===== src/rtl/data_memory_dump_ctrl_if.sv =====
// Memory debug-read port and UART TX handshake between the dump sequencer
// (master) and the memory / transmitter side (slave).
interface data_memory_dump_ctrl_if #(
  parameter int MEMORY_WIDTH = 8,
  parameter int NB_ADDR      = 7
);
  logic [MEMORY_WIDTH-1:0] i_mem_byte;
  logic                    i_tx_ready;
  logic                    o_mem_read_enable;
  logic [NB_ADDR-1:0]      o_mem_read_address;
  logic [MEMORY_WIDTH-1:0] o_tx_data;
  logic                    o_tx_valid;

  modport master (
    input  i_mem_byte, i_tx_ready,
    output o_mem_read_enable, o_mem_read_address, o_tx_data, o_tx_valid
  );

  modport slave (
    output i_mem_byte, i_tx_ready,
    input  o_mem_read_enable, o_mem_read_address, o_tx_data, o_tx_valid
  );
endinterface


===== src/rtl/data_memory_dump_ctrl.sv =====
// Walks the data memory debug read port from 0 to MEMORY_DEPTH-1 and streams each byte to UART TX.
// Optional macro DUMP_CHECKSUM_EN appends a two's-complement checksum byte before o_done.
module data_memory_dump_ctrl #(
  parameter int MEMORY_WIDTH = 8,
  parameter int MEMORY_DEPTH = 128,
  parameter int NB_ADDR      = 7
) (
  input  logic                     i_clock,
  input  logic                     i_reset,
  input  logic                     i_start,
  data_memory_dump_ctrl_if.master  dump,
  output logic                     o_busy,
  output logic                     o_done
);

`ifdef DUMP_CHECKSUM_EN
  typedef enum logic [2:0] {S_IDLE, S_READ, S_LATCH, S_SEND, S_CHK, S_DONE} state_e;
`else
  typedef enum logic [2:0] {S_IDLE, S_READ, S_LATCH, S_SEND, S_DONE} state_e;
`endif

  state_e                  state_q, state_d;
  logic [NB_ADDR-1:0]      cnt_q, cnt_d;
  logic [NB_ADDR-1:0]      rd_addr_q, rd_addr_d;
  logic [MEMORY_WIDTH-1:0] tx_data_q, tx_data_d;
  logic                    last_byte;
  logic                    xfer;

  assign last_byte = (cnt_q == NB_ADDR'(MEMORY_DEPTH - 1));
  assign xfer      = (state_q == S_SEND) && dump.i_tx_ready;

`ifdef DUMP_CHECKSUM_EN
  logic [7:0] sum_q, sum_d;

  function automatic logic [7:0] negate8(input logic [7:0] s);
    return 8'd0 - s;
  endfunction
`endif

  always_ff @(posedge i_clock or posedge i_reset) begin
    if (i_reset) state_q <= S_IDLE;
    else         state_q <= state_d;
  end

  always_comb begin
    state_d = state_q;
    case (state_q)
      S_IDLE:  if (i_start) state_d = S_READ;
      S_READ:  state_d = S_LATCH;
      S_LATCH: state_d = S_SEND;
`ifdef DUMP_CHECKSUM_EN
      S_SEND:  if (xfer) state_d = last_byte ? S_CHK : S_READ;
      S_CHK:   if (dump.i_tx_ready) state_d = S_DONE;
`else
      S_SEND:  if (xfer) state_d = last_byte ? S_DONE : S_READ;
`endif
      S_DONE:  state_d = S_IDLE;
      default: state_d = S_IDLE;
    endcase
  end

  // Counter, held address, outgoing byte (and running sum) advance with the FSM
  always_comb begin
    cnt_d     = cnt_q;
    rd_addr_d = rd_addr_q;
    tx_data_d = tx_data_q;
`ifdef DUMP_CHECKSUM_EN
    sum_d     = sum_q;
`endif
    case (state_q)
      S_IDLE: if (i_start) begin
        cnt_d = '0;
`ifdef DUMP_CHECKSUM_EN
        sum_d = '0;
`endif
      end
      S_READ:  rd_addr_d = cnt_q;
      S_LATCH: tx_data_d = dump.i_mem_byte;
      S_SEND: if (xfer) begin
`ifdef DUMP_CHECKSUM_EN
        sum_d = sum_q + tx_data_q[7:0];
        if (last_byte) tx_data_d = MEMORY_WIDTH'(negate8(sum_d));
`endif
        if (!last_byte) cnt_d = cnt_q + NB_ADDR'(1);
      end
      S_DONE:  cnt_d = '0;
      default: ;
    endcase
  end

  always_ff @(posedge i_clock or posedge i_reset) begin
    if (i_reset) begin
      cnt_q     <= '0;
      rd_addr_q <= '0;
      tx_data_q <= '0;
`ifdef DUMP_CHECKSUM_EN
      sum_q     <= '0;
`endif
    end else begin
      cnt_q     <= cnt_d;
      rd_addr_q <= rd_addr_d;
      tx_data_q <= tx_data_d;
`ifdef DUMP_CHECKSUM_EN
      sum_q     <= sum_d;
`endif
    end
  end

  // Outside READ the address port keeps showing the last address that was read
  always_comb begin
    o_busy                  = (state_q != S_IDLE);
    o_done                  = (state_q == S_DONE);
    dump.o_mem_read_enable  = (state_q == S_READ);
    dump.o_mem_read_address = (state_q == S_READ) ? cnt_q : rd_addr_q;
    dump.o_tx_data          = tx_data_q;
`ifdef DUMP_CHECKSUM_EN
    dump.o_tx_valid         = (state_q == S_SEND) || (state_q == S_CHK);
`else
    dump.o_tx_valid         = (state_q == S_SEND);
`endif
  end

endmodule


===== src/flat_wrapper.sv =====
// flat-port wrapper written by rule: the top's interface ports become plain ports
module data_memory_dump_ctrl_flat 
#(
  parameter int MEMORY_WIDTH = 8,
  parameter int MEMORY_DEPTH = 128,
  parameter int NB_ADDR      = 7
)
  (i_clock, i_reset, i_start, o_busy, o_done, dump_i_mem_byte, dump_i_tx_ready, dump_o_mem_read_enable, dump_o_mem_read_address, dump_o_tx_data, dump_o_tx_valid);
  data_memory_dump_ctrl_if #(.MEMORY_WIDTH(MEMORY_WIDTH), .NB_ADDR(NB_ADDR)) dump_i ();
  input  logic i_clock;
  input  logic i_reset;
  input  logic i_start;
  output logic o_busy;
  output logic o_done;
  input wire logic [$bits(dump_i.i_mem_byte)-1:0] dump_i_mem_byte;
  input wire logic [$bits(dump_i.i_tx_ready)-1:0] dump_i_tx_ready;
  output wire logic [$bits(dump_i.o_mem_read_enable)-1:0] dump_o_mem_read_enable;
  output wire logic [$bits(dump_i.o_mem_read_address)-1:0] dump_o_mem_read_address;
  output wire logic [$bits(dump_i.o_tx_data)-1:0] dump_o_tx_data;
  output wire logic [$bits(dump_i.o_tx_valid)-1:0] dump_o_tx_valid;
  assign dump_i.i_mem_byte = dump_i_mem_byte;
  assign dump_i.i_tx_ready = dump_i_tx_ready;
  assign dump_o_mem_read_enable = dump_i.o_mem_read_enable;
  assign dump_o_mem_read_address = dump_i.o_mem_read_address;
  assign dump_o_tx_data = dump_i.o_tx_data;
  assign dump_o_tx_valid = dump_i.o_tx_valid;
  data_memory_dump_ctrl #(.MEMORY_WIDTH(MEMORY_WIDTH), .MEMORY_DEPTH(MEMORY_DEPTH), .NB_ADDR(NB_ADDR)) u_core (.i_clock(i_clock), .i_reset(i_reset), .i_start(i_start), .dump(dump_i), .o_busy(o_busy), .o_done(o_done));
endmodule

===== config.mk =====
export PLATFORM = sky130hd
export DESIGN_NAME = data_memory_dump_ctrl_flat
export DESIGN_NICKNAME = d
export VERILOG_FILES = /design/src/rtl/data_memory_dump_ctrl_if.sv /design/src/rtl/data_memory_dump_ctrl.sv /design/src/flat_wrapper.sv
export SDC_FILE = /design/constraint.sdc
export NUM_CORES = 1
export LEC_CHECK = 0
export CAP_MARGIN = 10
export CORE_MARGIN = 1.5
export CORE_UTILIZATION = 51
export DETAILED_ROUTE_END_ITERATION = 12
export GPL_TIMING_DRIVEN = 0
export HOLD_SLACK_MARGIN = 0.05
export PLACE_DENSITY_LB_ADDON = 0.2
export SETUP_SLACK_MARGIN = 0.15
export SLEW_MARGIN = 25
export SYNTH_ARGS = -nofsm -noshare
export SYNTH_HDL_FRONTEND = slang
export SYNTH_SLANG_ARGS = --single-unit

===== constraint.sdc =====
create_clock -name i_clock -period 4.9 [get_ports i_clock]
set_clock_uncertainty 0.15 [all_clocks]
set_input_delay 0.49 -clock i_clock [delete_from_list [all_inputs] [get_ports i_clock]]
set_output_delay 0.49 -clock i_clock [all_outputs]
set_load 0.01 [all_outputs]

==> metrics, run 1 <==
status=complete, no violations; most frequent cells in the layout=30 x clkdlybuf4s50_1, 25 x dfrtp_1, 8 x mux2_4, 7 x mux2_1, 5 x nor2_1; ys async rst share=100%; Final Slew Violations=0; Cells after Synth=89; # diodes=0; Die Area=2590 µm²; Post-synth EDFFs=0; kind of critical path=flop to output pin; Syn Area/Cell=13.1 µm²; total CTS buffers=3; clk buf depth=2; overall routed net length=2100 µm; drt pass-1 iters=4; Post-DRT Antenna Nets=0; DRC=0; later-pin clock latency in the skew report=0.31 ns; PwrDens=547 nW/µm²; via count=824; Rel. slew slack=41.8%; die extent in y=50.9 µm; setup TNS=0 ns; Unique masters post-synth=36; Syn Std Cell Area=1170 µm²; Least-Margin Pin Slew=0.867 ns; share of post-route cells with drive strength above 1=19.5%; LEAKAGE=0.669 nW; Critical Path Fanout Max=9; Port Buf Inserts=30; num rows=17; Final Hold Fails=0; commonest non-fill, non-tap cell in the layout=clkdlybuf4s50_1; hpwl dp=1560 µm; number of global-route vias before repair=763; fin crit period=2.78 ns; top cell type's share of synthesized area=53.5%; maximum clock rate=360 MHz; Post-Syn Nets=102; gr usage total=18.2%; Hold WC Path Type=flop to flop; #FFs+latches synth=25; Synth area leaders=dfrtp_1 54%, mux2_4 10%, mux2_1 6.7%, nand3_1 1.7%, nor2_1 1.6%; multi-input logic area=505 µm²; CP Data Arrival Time=2.14 ns; Via density=5.46; Congestion Overflow GR=0; ys flop type=dfrtp_1; unrepaired setup endpoints after global routing=false; global-route wire length before repair=3460 µm; Area Overhead vs Synth=31.0%; clock sinks=25; Root Buffer=clkbuf_4; biggest area consumer among synthesized cells=dfrtp_1; total power=0.838 mW; Worst IR Drop VDD=0.000342 V; GP Congestion=0.818; Storage cell area=626 µm²; postcts setup bufs=0; initial antenna violation count=0; clk slew on worst S/H paths=0.14 ns; CP required=4.26 ns; Max Cap Viol=0; Yosys warning count=0; Nets=137; H-tree depth=1; core area=2190 µm²; register area share after synthesis=53.5%; CTS tree=yes; largest net degree at the start of global routing=26; # setup viols final=0; chip width=50.9 µm; routed length per instance=13.9 µm; Critical Path Source Type=flop; post-CTS sizing=0; hold buffer count at cts=0; # IOs=31; 1st-iter DRT viols=6; initial core utilization=53.3%; Filler cells=154; Critical Path End Type=output pin; period utilization=56.7%
-- critical path, cell delays in order, from the launching register on --
cell	delay (ns)
dfrtp_1	0.38
buf_4	0.16
nor3_4	0.39
mux2_1	0.40
clkdlybuf4s50_1	0.49
-- power breakdown --
group | switching (mW) | total [mW] | internal, mW
sequential | 0.0438 | 0.321 | 0.277
clock | 0.0595 | 0.0900 | 0.0305
combinational | 0.175 | 0.427 | 0.253
-- path summary, 6_finish.rpt --
kind                       cells past startpoint           startpoint  slack, ns                    endpoint
max                                            4    u_core.state_q[1]       2.12  dump_o_mem_read_address[0]
min                                            1  u_core.rd_addr_q[2]       0.34         u_core.rd_addr_q[2]
max reg2reg                                    4      u_core.cnt_q[0]       3.18             u_core.cnt_q[1]
min reg2reg                                    1  u_core.rd_addr_q[2]       0.34         u_core.rd_addr_q[2]
max in group asynchronous                      2              i_reset       3.80             u_core.cnt_q[5]
min in group asynchronous                      2              i_reset       0.39    u_core.dump.o_tx_data[4]
-- cell usage after synthesis, types with 2 or more instances --
cell / count
dfrtp_1: 25
mux2_4: 8
nand2_1: 2
and3_1: 2
a21oi_1: 2
o2bb2ai_1: 2
mux2_1: 7
nor2_1: 5
xor2_1: 2
buf_4: 2
o21ai_0: 2
nand3_1: 4
and2_1: 2
inv_1: 2
-- final cells by class --
class,count,share of cell area [%]
timing repair buffer,30,19.6
multi-input combinational,58,33.0
sequential,25,40.8
clock inverter,1,0.327
tap,28,2.29
buffer,3,1.72
inverter,3,0.735
clock buffer,3,1.47
-- sequential cells by signal, summed over array words and instances, names as in the netlist --
register / flops
u_core.rd_addr_q: 7
u_core.state_q: 3
u_core.cnt_q: 7
u_core.dump.o_tx_data: 8
-- kinds of logic after synthesis --
| logic type | after synthesis | synth area share (%) |
|---|---|---|
| xor+xnor | 2 | 1.50 |
| compound gates | 13 | 8.03 |
| mux | 15 | 17.0 |
| buf+inv | 6 | 3.21 |
| flops | 25 | 53.5 |
| fa+ha+maj | 1 | 1.07 |
| simple gates | 27 | 15.6 |
-- routing by layer --
layer | global-route usage (%) | vias up | part of all wire [%]
met4 | 7.21 | 0 | 0.67
met3 | 3.22 | 2 | 3.2
met1 | 27.0 | 410 | 49
met2 | 26.8 | 21 | 47
li1 | - | 391 | -
met5 | 0 | - | 0
-- metrics by stage --
stage	std cells	setup WS, ns	utilization (%)	hold slack (ns)	instance area, µm²
global route	151	2.00	69.9	0.360	1530
floorplan	89	2.98	-	0.331	1170
finish	151	2.12	69.9	0.345	1530
detailed placement	147	2.48	68.6	0.319	1500
global placement	147	2.49	68.6	0.314	1500
CTS	151	2.11	69.9	0.348	1530
(Power assumes the default switching activity.)
==> run 2: changes to the inputs <==
CORE_UTILIZATION = 42   (was 51)
clock period = 2.3 ns   (was 4.9 ns; I/O delays follow)
==> metrics, run 2 (same netlist as run 1, synthesis figures left out) <==
Rel. slew slack=61.1% (was 41.8%); NetSw=0.622 mW (was 0.278 mW); Final Slew Violations=0 (unchanged); PwrDens=1190 nW/µm² (was 547 nW/µm²); Least-Margin Pin Slew=0.582 ns (was 0.867 ns); Post-DP Area=1510 µm² (was 1500 µm²); Congestion Overflow GR=0 (unchanged); Placed Cells=149 (was 147); die extent in y=55.8 µm (was 50.9 µm); chip width=55.8 µm (was 50.9 µm); Root Buffer=clkbuf_4 (unchanged); commonest non-fill, non-tap cell in the layout=dfrtp_1 (was clkdlybuf4s50_1); number of global-route vias before repair=872 (was 763); kind of critical path=flop to output pin (unchanged); Hold WC Path Type=input port to asynchronous set/reset pin (was flop to flop); period utilization=91.0%; internal power=1.26 mW (was 0.560 mW); unrepaired setup endpoints after global routing=true (was false); via count=806 (was 824); GP Congestion=0.766 (was 0.818); Max Cap Viol=0 (unchanged); CTS tree=yes (unchanged); routed length per instance=13.7 µm (was 13.9 µm); clk slew on worst S/H paths=0.14 ns (about the same); Switching Share=33.0% (was 33.2%); share of post-route cells with drive strength above 1=34.4% (was 19.5%); Via density=5.10 (was 5.46); Filler cells=205 (was 154); Worst IR Drop VDD=0.000723 V (was 0.000342 V); setup TNS=0 ns (unchanged); 1st-iter DRT viols=10 (was 6); LEAKAGE=0.725 nW (was 0.669 nW); Area Overhead vs Synth=35.1% (was 31.0%); hold buffer count at cts=0 (unchanged); Place WS=0.0984 ns (was 2.48 ns); Critical Path Fanout Max=9 (unchanged); # diodes=0 (unchanged); overall routed net length=2170 µm (was 2100 µm); Die Area=3110 µm² (was 2590 µm²); Nets=142 (was 137); CP required=1.92 ns (was 4.26 ns); clk buf depth=2 (unchanged); most frequent cells in the layout=25 x dfrtp_1, 21 x clkdlybuf4s50_1, 12 x mux2_4, 7 x buf_2, 5 x nor2_1 (was 30 x clkdlybuf4s50_1, 25 x dfrtp_1, 8 x mux2_4, 7 x mux2_1, 5 x nor2_1); clock power share=10.6% (was 10.7%); DRC=0 (unchanged); status=complete, no violations (unchanged); Critical R2R Launch=u_core.state_q[0] (was u_core.cnt_q[0]); Util after Layout=62.0% (was 69.9%); global-route wire length before repair=3850 µm (was 3460 µm); clock sinks=25 (unchanged); final non-filler cell total=158 (was 151); gr usage total=15.8% (was 18.2%); Worst R2R Path Depth=4 (unchanged); initial antenna violation count=0 (unchanged); total CTS buffers=3 (unchanged); Final Hold Fails=0 (unchanged); later-pin clock latency in the skew report=0.33 ns (was 0.31 ns); hpwl dp=1580 µm (was 1560 µm); Critical Path End Type=output pin (unchanged); max reg flops=8 (unchanged); setup ws final=0.207 ns (was 2.12 ns); r2r setup slk=0.54 ns (was 3.18 ns); total power=1.88 mW (was 0.838 mW); fin crit period=2.09 ns; sequential share of power=36.4% (was 38.3%); H-tree depth=1 (unchanged); Critical Path Source Type=flop (unchanged); Post-DRT Antenna Nets=0 (unchanged); CP Data Arrival Time=1.71 ns (was 2.14 ns); # setup viols final=0 (unchanged); num rows=18 (was 17); # IOs=31 (unchanged); hold slack=0.0925 ns (was 0.345 ns); core area=2540 µm² (was 2190 µm²); R2R Path End=u_core.dump.o_tx_data[0] (was u_core.cnt_q[1]); maximum clock rate=478 MHz; fin area=1580 µm² (was 1530 µm²); initial core utilization=45.9% (was 53.3%); part of the power in combinational logic=53.0% (was 51.0%); drt pass-1 iters=4 (unchanged); Port Buf Inserts=30 (unchanged); largest net degree at the start of global routing=26 (unchanged)
-- run 2: power by group through the flow --
stage | Clock [mW] | Combinational (mW) | Sequential (mW)
final | 0.200 | 0.997 | 0.686
after global routing | 0.229 | 1.08 | 0.706
after CTS | 0.212 | 0.973 | 0.683
after detailed placement | 0 | 0.917 | 0.691
after global placement | 0 | 0.901 | 0.687
after floorplan | 0 | 0.518 | 0.710
-- run 2: worst max-delay path by stage --
stage	from	endpoint	slack [ns]	depth (start not counted)
3_5_place_dp	u_core.state_q[1]	dump_o_mem_read_address[4]	0.1	4
4_1_cts	u_core.state_q[0]	dump_o_mem_read_address[2]	0.12	6
6_report	u_core.state_q[1]	o_done	0.21	4
3_3_place_gp	u_core.state_q[1]	dump_o_mem_read_address[4]	0.12	4
5_1_grt	u_core.state_q[1]	o_done	0.1	4
2_1_floorplan	u_core.state_q[1]	dump_o_mem_read_address[0]	0.64	3
-- run 2: metal layers --
| metal | vias up | part of all wire [%] | track usage, % |
|---|---|---|---|
| li1 | 401 | - | - |
| met1 | 383 | 48 | 20.0 |
| met2 | 18 | 45 | 25.7 |
| met3 | 4 | 5.2 | 5.35 |
| met4 | 0 | 0.97 | 4.18 |
| met5 | - | 0 | 0 |
-- run 2: area by class of cell --
| type | count | area [µm²] | area share (%) |
|---|---|---|---|
| plain buffers | 3 | 33.8 | 2.14 |
| well taps | 30 | 37.5 | 2.38 |
| flip-flops and latches | 25 | 626 | 39.6 |
| clock inverters | 1 | 7.51 | 0.475 |
| multi-input cells | 58 | 520 | 33.0 |
| inverters | 3 | 11.3 | 0.713 |
| clock buffers | 3 | 22.5 | 1.43 |
| repair buffers | 35 | 320 | 20.3 |
-- run 2: what timing repair did --
action | CTS | global route
buffers inserted | 3 | 2
pin swaps | 1 | 1
resized for setup | 25 | 14
hold endpoints to repair | 0 | 0
endpoints found under the setup margin | 8 | 11
-- run 2: worst max-delay path: stages (launching register included) --
cell and delay, ns:
dfrtp_1 0.40, buf_6 0.14, nor2_2 0.18, and2_1 0.15
clkdlybuf4s50_1 0.54
==> run 3: changes to the inputs <==
ABC_AREA = 1   (was not set)
SLEW_MARGIN = 20   (was 25)
==> metrics, run 3 <==
status=complete, no violations (unchanged); fin crit period=2.05 ns (was 2.09 ns); Cells after Synth=125 (was 89); biggest area consumer among synthesized cells=dfrtp_1 (unchanged); via count=958 (was 806); CP Data Arrival Time=1.67 ns (was 1.71 ns); Least-Margin Pin Slew=0.911 ns (was 0.582 ns); #FFs+latches synth=25 (unchanged); number of global-route vias before repair=946 (was 872); CP required=1.92 ns (about the same); Yosys warning count=0 (unchanged); largest net degree at the start of global routing=26 (unchanged); most frequent cells in the layout=36 x nand2_1, 23 x clkdlybuf4s50_1, 23 x dfrtp_1, 11 x inv_1, 10 x nand3_1 (was 25 x dfrtp_1, 21 x clkdlybuf4s50_1, 12 x mux2_4, 7 x buf_2, 5 x nor2_1); top-count cell post-synth=nand2_1 (was dfrtp_1); # diodes=0 (unchanged); Congestion Overflow GR=0 (unchanged); LEAKAGE=0.751 nW (was 0.725 nW); Syn Std Cell Area=1150 µm² (was 1170 µm²); CTS tree=yes (unchanged); share of post-route cells with drive strength above 1=18.5% (was 34.4%); ys async rst share=100% (unchanged); kind of critical path=flop to output pin (unchanged); clk slew on worst S/H paths=0.13 ns (was 0.14 ns); Util after Layout=60.4% (was 62.0%); Area Overhead vs Synth=33.7% (was 35.1%); register area share after synthesis=54.4% (was 53.5%); Unique masters post-synth=19 (was 36); Post-synth EDFFs=0 (unchanged); routed length per instance=11.9 µm (was 13.7 µm); gr usage total=15.7% (was 15.8%); slowest CP cell=dfrtp_1 (was clkdlybuf4s50_1); synth cell count leaders=36 x nand2_1, 25 x dfrtp_1, 13 x o21ai_0 (was 25 x dfrtp_1, 8 x mux2_4, 7 x mux2_1); # IOs=31 (unchanged); overall routed net length=2290 µm (was 2170 µm); Critical Path Fanout Max=10 (was 9); later-pin clock latency in the skew report=0.30 ns (was 0.33 ns); global-route wire length before repair=3970 µm (was 3850 µm); # setup viols final=0 (unchanged); PwrDens=1150 nW/µm² (was 1190 nW/µm²); H-tree depth=1 (unchanged); die extent in y=55.3 µm (was 55.8 µm); Synth Area in Compound Gates=6.31% (was 8.03%); Final Slew Violations=0 (unchanged); initial antenna violation count=0 (unchanged); crit-path leading delay family=buffers and inverters (unchanged); Root Buffer=clkbuf_4 (unchanged); Synth area leaders=dfrtp_1 54%, nand2_1 12%, mux2_2 7.8%, o21ai_0 5.7%, nand3_1 4.4% (was dfrtp_1 54%, mux2_4 10%, mux2_1 6.7%, nand3_1 1.7%, nor2_1 1.6%); chip width=55.3 µm (was 55.8 µm); Port Buf Inserts=30 (unchanged); num rows=18 (unchanged); post-synthesis mux area share=7.83% (was 17.0%); clock sinks=25 (unchanged); Critical Path End Type=output pin (unchanged); setup ws final=0.253 ns (was 0.207 ns); maximum clock rate=488 MHz (was 478 MHz); CP cell instances=inv_1 -> nor3_4 -> inv_2 -> buf_4 -> o21ai_1 -> clkdlybuf4s15_1 (was buf_6 -> nor2_2 -> and2_1 -> clkdlybuf4s50_1); period utilization=89.0% (was 91.0%); Largest stage delay, worst path=0.36 ns (was 0.54 ns); Final Hold Fails=0 (unchanged); commonest non-fill, non-tap cell in the layout=nand2_1 (was dfrtp_1); WP buf/inv=4 (was 2); Critical Path Source Type=flop (unchanged); core area=2540 µm² (unchanged); Nets=176 (was 142); largest family of logic cells by synthesized area=simple AND/OR/NAND/NOR gates (was multiplexers); drt pass-1 iters=4 (unchanged); 1st-iter DRT viols=22 (was 10); Post-DRT Antenna Nets=0 (unchanged); GP Congestion=0.828 (was 0.766); Post-Syn Nets=138 (was 102); xor-xnor portion of the synthesized cell area=0% (was 1.50%); hpwl dp=1720 µm (was 1580 µm); Post-Synth Simple-Gate Area=25.7% (was 15.6%); top cell type's share of synthesized area=54.4% (was 53.5%); Syn Area/Cell=9.20 µm² (was 13.1 µm²); clk buf depth=2 (unchanged); initial core utilization=45.2% (was 45.9%); Worst IR Drop VDD=0.000735 V (was 0.000723 V); Rel. slew slack=39.2% (was 61.1%); post-synthesis adder-cell area fraction=1.09% (was 1.07%); Via density=4.99 (was 5.10); Max Cap Viol=0 (unchanged); DRC=0 (unchanged); ys flop type=dfrtp_1 (unchanged); Place WS=0.0692 ns (was 0.0984 ns); unrepaired setup endpoints after global routing=true (unchanged); max reg flops=8 (unchanged); Hold WC Path Type=input port to asynchronous set/reset pin (unchanged); total CTS buffers=3 (unchanged); setup TNS=0 ns (unchanged); Die Area=3060 µm² (was 3110 µm²)
[run 3: changes by cell type after synthesis, sizes merged, moves of 3 or more]
| cell | before | now |
|---|---|---|
| nand2 | 2 | 37 |
| o21ai | 3 | 13 |
| inv | 3 | 13 |
| nor2 | 6 | 10 |
| mux2 | 15 | 8 |
| a21oi | 3 | 0 |
| nand3 | 4 | 12 |
[run 3: stage by stage]
stage                     hold slack [ns]  area, µm²  std cells  total power [mW]
after global routing                0.345       1540        192              1.89
after CTS                           0.310       1530        191              1.77
after floorplan                     0.107       1150        125              1.17
after global placement              0.306       1490        185              1.54
after detailed placement            0.309       1490        185              1.56
final                               0.258       1540        192              1.76
[run 3: cell type report]
class                   count  area, µm²
flip-flops and latches     25        628
well taps                  30       37.5
plain buffers               1       7.51
multi-input cells          86        477
fillers                   236       1010
inverters                  13       48.8
clock buffers               4       26.3
repair buffers             33        313
[run 3: cell families (layout without fill, tap and decap cells)]
kind of cell	count (synthesis)	count (layout)
muxes	8	8
and+or+nand+nor	63	63
adders and majority gates	1	1
buffers and inverters	14	51
AOI/OAI and AO/OA	14	14
DFF	25	25
[run 3: worst register-to-register path, cell delays in order, from the launching register on]
cell,delay (ns)
dfrtp_1,0.44
ha_1,0.22
nand2_1,0.08
nor2_1,0.15
nand2_1,0.13
nor2_2,0.26
nor2_1,0.09
nand2_1,0.07
nand2_1,0.05
[run 3: path summary, 6_finish.rpt]
kind / startpoint / to / slack (ns) / cells past startpoint
hold / removal: i_reset / u_core.dump.o_tx_data[1] / 0.26 / 2
setup reg to reg: u_core.cnt_q[1] / u_core.cnt_q[6] / 0.57 / 8
setup / recovery: u_core.state_q[0] / dump_o_mem_read_address[6] / 0.25 / 6
hold reg to reg: u_core.rd_addr_q[2] / u_core.rd_addr_q[2] / 0.34 / 2
max in group asynchronous: i_reset / u_core.state_q[2] / 1.12 / 2
min in group i_clock: u_core.rd_addr_q[2] / u_core.rd_addr_q[2] / 0.34 / 2
[run 3: layer usage]
metal	share of wire, %	routed length [µm]	track usage, %	up-vias
li1	-	-	-	481
met1	47	1070	19.7	456
met4	0.92	21	5.23	0
met2	48	1100	27.2	19
met3	4.1	93	2.58	2
met5	0	0	0	-
[run 3: where the power goes]
group          switching (mW)  internal, mW  leakage (nW)  total [mW]
clock                   0.122        0.0676        0.0150       0.190
combinational           0.445         0.450         0.418       0.896
sequential             0.0930         0.585         0.318       0.678
total                   0.661          1.10         0.751        1.76
[run 3: timing repair]
item,CTS,global route
buffers inserted,2,1
gates resized for setup,14,8
setup endpoints to repair,7,6
pin swaps,1,0
hold buffers,0,0
==> patch 1: new RTL, flow settings as in run 2 <==
`MEMORY_WIDTH` is set to 8 in 3 places; all go to 10.
--- a/src/rtl/data_memory_dump_ctrl_if.sv
+++ b/src/rtl/data_memory_dump_ctrl_if.sv
@@ -1,7 +1,7 @@
 // Memory debug-read port and UART TX handshake between the dump sequencer
 // (master) and the memory / transmitter side (slave).
 interface data_memory_dump_ctrl_if #(
-  parameter int MEMORY_WIDTH = 8,
+  parameter int MEMORY_WIDTH = 10,
   parameter int NB_ADDR      = 7
 );
   logic [MEMORY_WIDTH-1:0] i_mem_byte;
--- a/src/rtl/data_memory_dump_ctrl.sv
+++ b/src/rtl/data_memory_dump_ctrl.sv
@@ -1,7 +1,7 @@
 // Walks the data memory debug read port from 0 to MEMORY_DEPTH-1 and streams each byte to UART TX.
 // Optional macro DUMP_CHECKSUM_EN appends a two's-complement checksum byte before o_done.
 module data_memory_dump_ctrl #(
-  parameter int MEMORY_WIDTH = 8,
+  parameter int MEMORY_WIDTH = 10,
   parameter int MEMORY_DEPTH = 128,
   parameter int NB_ADDR      = 7
 ) (
--- a/src/flat_wrapper.sv
+++ b/src/flat_wrapper.sv
@@ -1,7 +1,7 @@
 // flat-port wrapper written by rule: the top's interface ports become plain ports
 module data_memory_dump_ctrl_flat 
 #(
-  parameter int MEMORY_WIDTH = 8,
+  parameter int MEMORY_WIDTH = 10,
   parameter int MEMORY_DEPTH = 128,
   parameter int NB_ADDR      = 7
 )
Interface: changed (resized dump_i_mem_byte and dump_o_tx_data); port bits go from 31 to 35. The function was not compared with the original's and may differ.
==> patch 1 against run 2 <==
- core utilization up 0.069 points
- power grew 17%
- clock power rose by 2%
- sequential cell count grew 2
- fmax about the same
- worst setup slack got worse by 0.0019 ns
- die area is 3.8% higher
- routed wire length up 8.8%
- design area increased by 8.5%
- sequential power up 18%
- final cell count increased by 9.5%
- via count is 13% higher
- synthesized area rose by 4.1%
- critical endpoint is now dump_o_mem_read_address[5]
- largest cell class unchanged
- highest routed layer unchanged
==> patch 1: results (changes against run 2) <==
* Min Hold Slack at 0.102 ns (+0.00975 ns)
* DR vias at 910 (+13%)
* # placed instances at 164 (+10%)
* Synth cell types at 32 (-11%)
* Leak at 0.767 nW (+5.8%)
* Num CTS Buffers at 3 (unchanged)
* Dpl ws at 0.103 ns (+0.00440 ns)
* Worst-path maximum fanout at 7 (-2)
* Routability congestion estimate at 0.734 (-4.2%)
* Max reg flops at 10 (+2)
* Setup slack, reg-to-reg at 0.56 ns (+0.02 ns)
* GRT Util Overall at 0.144 (-0.0136)
* Buffers on Ports at 34 (+13%)
* Vias in the first global route at 844 (-3.2%)
* Initial drt markers at 20 (+10)
* Worst min path class: in -> async
* Hpwl dp at 1610 um (+2.0%)
* Routed WL per cell at 13.7 um (-0.59%)
* Number of fill cells in the layout at 239 (+17%)
* Final instance area at 0.00171 sq mm (+8.5%)
* TritonRoute pass-1 iters at 4 (unchanged)
* Synth warn at 0 (unchanged)
* Mapped Avg Cell Area at 12.3 sq um (-6.4%)
* Adder-Cell Fraction of Synth Area at 0.0103 (-0.000419)
* Synth top area cells: dfrtp_1 56%, mux2_2 16%, nand3_1 2.9%
* Slew headroom at 0.617 (+0.00592)
* Peak VDD IR at 991 uV (+37%)
* CP arrival at 1.71 ns (about the same)
* Post-synth top cells: 27 x dfrtp_1, 17 x mux2_2, 7 x nand3_1, 5 x nand2_1
* Syn Nets at 114 (+12%)
* Status: finished clean
* Largest net degree at the start of global routing at 28 (+7.7%)
* XOR/XNOR Fraction of Synth Area at 0 (-0.0150)
* Fraction of layout instances using a drive strength above 1 at 0.331 (-0.0128)
* Worst-path clk slew at about 0.15 ns
* Sequential element share of the synthesized area at 0.556 (+0.0202)
* Compound-gate portion of the synthesized area at 0.0772 (-0.00314)
* Mux contribution to synthesized area at 0.166 (-0.00460)
* WL final at 2360 um (+8.8%)
* First-pass GRT wire length at 3680 um (-4.5%)
* Max Fclk at 477 MHz (about the same)
* Cell Area, Placed at 0.00160 sq mm (+5.9%)
-- patch 1: final cells by class --
| class | count | share of cell area |
|---|---|---|
| clock buffer | 3 | 0.0131 |
| multi-input combinational | 64 | 0.304 |
| sequential | 27 | 0.395 |
| timing repair buffer | 39 | 0.232 |
| buffer | 4 | 0.0205 |
| inverter | 4 | 0.00877 |
| clock inverter | 1 | 0.00438 |
| tap | 31 | 0.0226 |
-- patch 1: power by group --
| part | switching, mW | internal [mW] |
|---|---|---|
| sequential | 0.138 | 0.671 |
| clock | 0.139 | 0.0664 |
| combinational | 0.469 | 0.722 |
| total | 0.746 | 1.46 |
-- patch 1: metal layers --
layer | part of all wire | vias up | GRT usage | wire length (um)
li1 | - | 444 | - | -
met1 | 0.47 | 446 | 0.194 | 1110
met2 | 0.49 | 18 | 0.238 | 1150
met3 | 0.039 | 2 | 0.0276 | 93
met4 | 0.0047 | 0 | 0.0399 | 11
met5 | 0 | - | 0 | 0
-- patch 1: worst max-delay path: stages (launching register included) --
cell and delay, ns:
dfrtp_1 0.41, buf_6 0.13, nor3b_4 0.24, buf_12 0.17
mux2_4 0.31, buf_6 0.12
-- patch 1: path summary, 6_finish.rpt --
kind,startpoint,endpoint,cells after the start
setup / recovery,u_core.state_q[2],dump_o_mem_read_address[5],5
hold / removal,i_reset,u_core.dump.o_tx_data[9],2
setup reg to reg,u_core.state_q[2],u_core.cnt_q[3],6
hold reg to reg,u_core.rd_addr_q[4],u_core.rd_addr_q[4],1
max in group asynchronous,i_reset,u_core.state_q[0],2
min in group i_clock,dump_i_mem_byte[8],u_core.dump.o_tx_data[8],2
-- patch 1: cell families after synthesis --
logic type                 Yosys count
and+or+nand+nor                     30
adders and majority gates            1
buffers and inverters                8
AOI/OAI and AO/OA                   15
DFF                                 27
muxes                               18
-- patch 1: what timing repair did --
item | CTS | global route
cloned | 0 | 1
resized for setup | 31 | 16
setup buffers | 2 | 2
pin swaps | 1 | 1
setup endpoints to repair | 9 | 8
==> patch 2: new RTL, config.mk and constraints of run 2 <==
Made on the original files. Make the reset (`i_reset`) synchronous in 2 clocked blocks.
--- a/src/rtl/data_memory_dump_ctrl.sv
+++ b/src/rtl/data_memory_dump_ctrl.sv
@@ -37,7 +37,7 @@
   endfunction
 `endif
 
-  always_ff @(posedge i_clock or posedge i_reset) begin
+  always_ff @(posedge i_clock) begin
     if (i_reset) state_q <= S_IDLE;
     else         state_q <= state_d;
   end
@@ -88,7 +88,7 @@
     endcase
   end
 
-  always_ff @(posedge i_clock or posedge i_reset) begin
+  always_ff @(posedge i_clock) begin
     if (i_reset) begin
       cnt_q     <= '0;
       rd_addr_q <= '0;
Formal check against the unedited RTL: differs if i_reset is asserted again (counterexample within 4 cycles, from zero or initial values and one cycle with i_reset high); with i_reset held inactive, the same outputs for 10 cycles.
==> patch 2 against run 2 <==
- routed wire length down 2.4%
- design area decreased by 8.2%
- die area down 6.4%
- largest cell class is now multi-input gates
- synthesized area decreased by 6.7%
- worst setup slack better by 0.057 ns
- global-route usage up 0.25 points
- sequential cell count stayed put
- highest routed layer unchanged
Power is not compared: it rests on default switching activity, and its combinational part moved more than twofold at a synthesized area within 25%.
==> patch 2: results (changes against run 2) <==
* Synth Flop Type: dfxtp_1
* Latest clock arrival within the worst-skew pair at 0.31 ns (-0.02 ns)
* Count of non-CTS buffers in the layout at 37 (-2.6%)
* Critical R2R Capture: u_core.cnt_q[4]
* Met1 Usage GRT at 0.213 (+0.0124)
* Routability congestion estimate at 0.762 (-0.57%)
* Worst min path class: reg -> reg
* DR WL met3 at 122 um (+8.9%)
* Synth top area cells: dfxtp_1 46%, mux2i_1 7.3%, mux2_2 7.2%
* Post-synth top cells: 25 x dfxtp_1, 11 x nor2_1, 8 x mux2i_1
* Slowest stage delay, CP at 0.34 ns (-0.20 ns)
* First-pass GRT wire length at 3390 um (-12%)
* Multi-Input Combinational at 77 (+33%)
* Synth cell types at 34 (-5.6%)
* Sequential cell area share at 0.347 (-0.0493)
* GRT met3 Usage at 0.0333 (-0.0202)
* FF-to-FF path depth at 5 (+1)
* Status: finished clean
* Routed WL per cell at 12.1 um (-12%)
* Setup crit end: dump_o_mem_read_address[1]
* Setup slack, reg-to-reg at 0.42 ns (-0.12 ns)
* Multi-input gate share of total cell area at 0.382 (+0.0526)
* CP arrival at 1.66 ns (-0.05 ns)
* Slowest-stage cell, CP: dfxtp_2
* Non-CTS inverters at 2 (-1)
* Largest net degree at the start of global routing at 15 (-42%)
* Syn Nets at 123 (+21%)
* Met2 usage at 0.252 (-0.00477)
* Metal1 wirelength at 1000 um (-4.9%)
* Vias in the first global route at 792 (-9.2%)
* DR vias at 912 (+13%)
* Final #Nets at 159 (+12%)
* Worst reg2reg path startpoint: u_core.cnt_q[0]
* Fraction of layout instances using a drive strength above 1 at 0.200 (-0.144)
-- patch 2: cell count changes in the layout (fill, tap and decap cells not counted), sizes merged, moves of 3 or more --
cell	run 2	this run
a31oi	1	4
and2b	0	7
nand2	2	7
dfrtp	25	0
nor2	6	11
dfxtp	0	25
buf	15	12
mux2	15	7
mux2i	0	8
-- patch 2: per-stage QoR --
stage / instance area (sq um) / setup WS, ns / hold slack, ns / std cells
after floorplan: 1090 / 0.615 / 0.227 / 110
after global placement: 1430 / 0.126 / 0.324 / 170
after detailed placement: 1430 / 0.107 / 0.336 / 170
after CTS: 1460 / 0.139 / 0.348 / 175
after global routing: 1450 / 0.174 / 0.337 / 175
final: 1450 / 0.264 / 0.365 / 175
-- patch 2: logic make-up (layout without fill, tap and decap cells) --
kind of cell               after synthesis  count (layout)  synth area share
AOI/OAI and AO/OA                       17              17             0.103
adders and majority gates                1               1            0.0115
DFF                                     25              25             0.459
buffers and inverters                    8              43            0.0322
and+or+nand+nor                         44              44             0.248
muxes                                   15              15             0.146
-- patch 2: what timing repair did --
action | 4_1_cts | 5_1_grt
pin swaps | 1 | 1
endpoints found under the setup margin | 8 | 4
resized for setup | 27 | 7
buffers inserted | 1 | 0
-- patch 2: power by group --
part / internal [mW] / switching (mW) / leakage [nW]
combinational: 0.0831 / 0.0598 / 0.390
sequential: 0.448 / 0.0101 / 0.203
clock: 0.0650 / 0.126 / 0.0177
-- patch 2: worst min-delay path: cells and delay by family, from the launching register on --
kind / cells / cell delay, ns
mux: 1 / 0.07
simple gates: 1 / 0.07
flops: 1 / 0.35
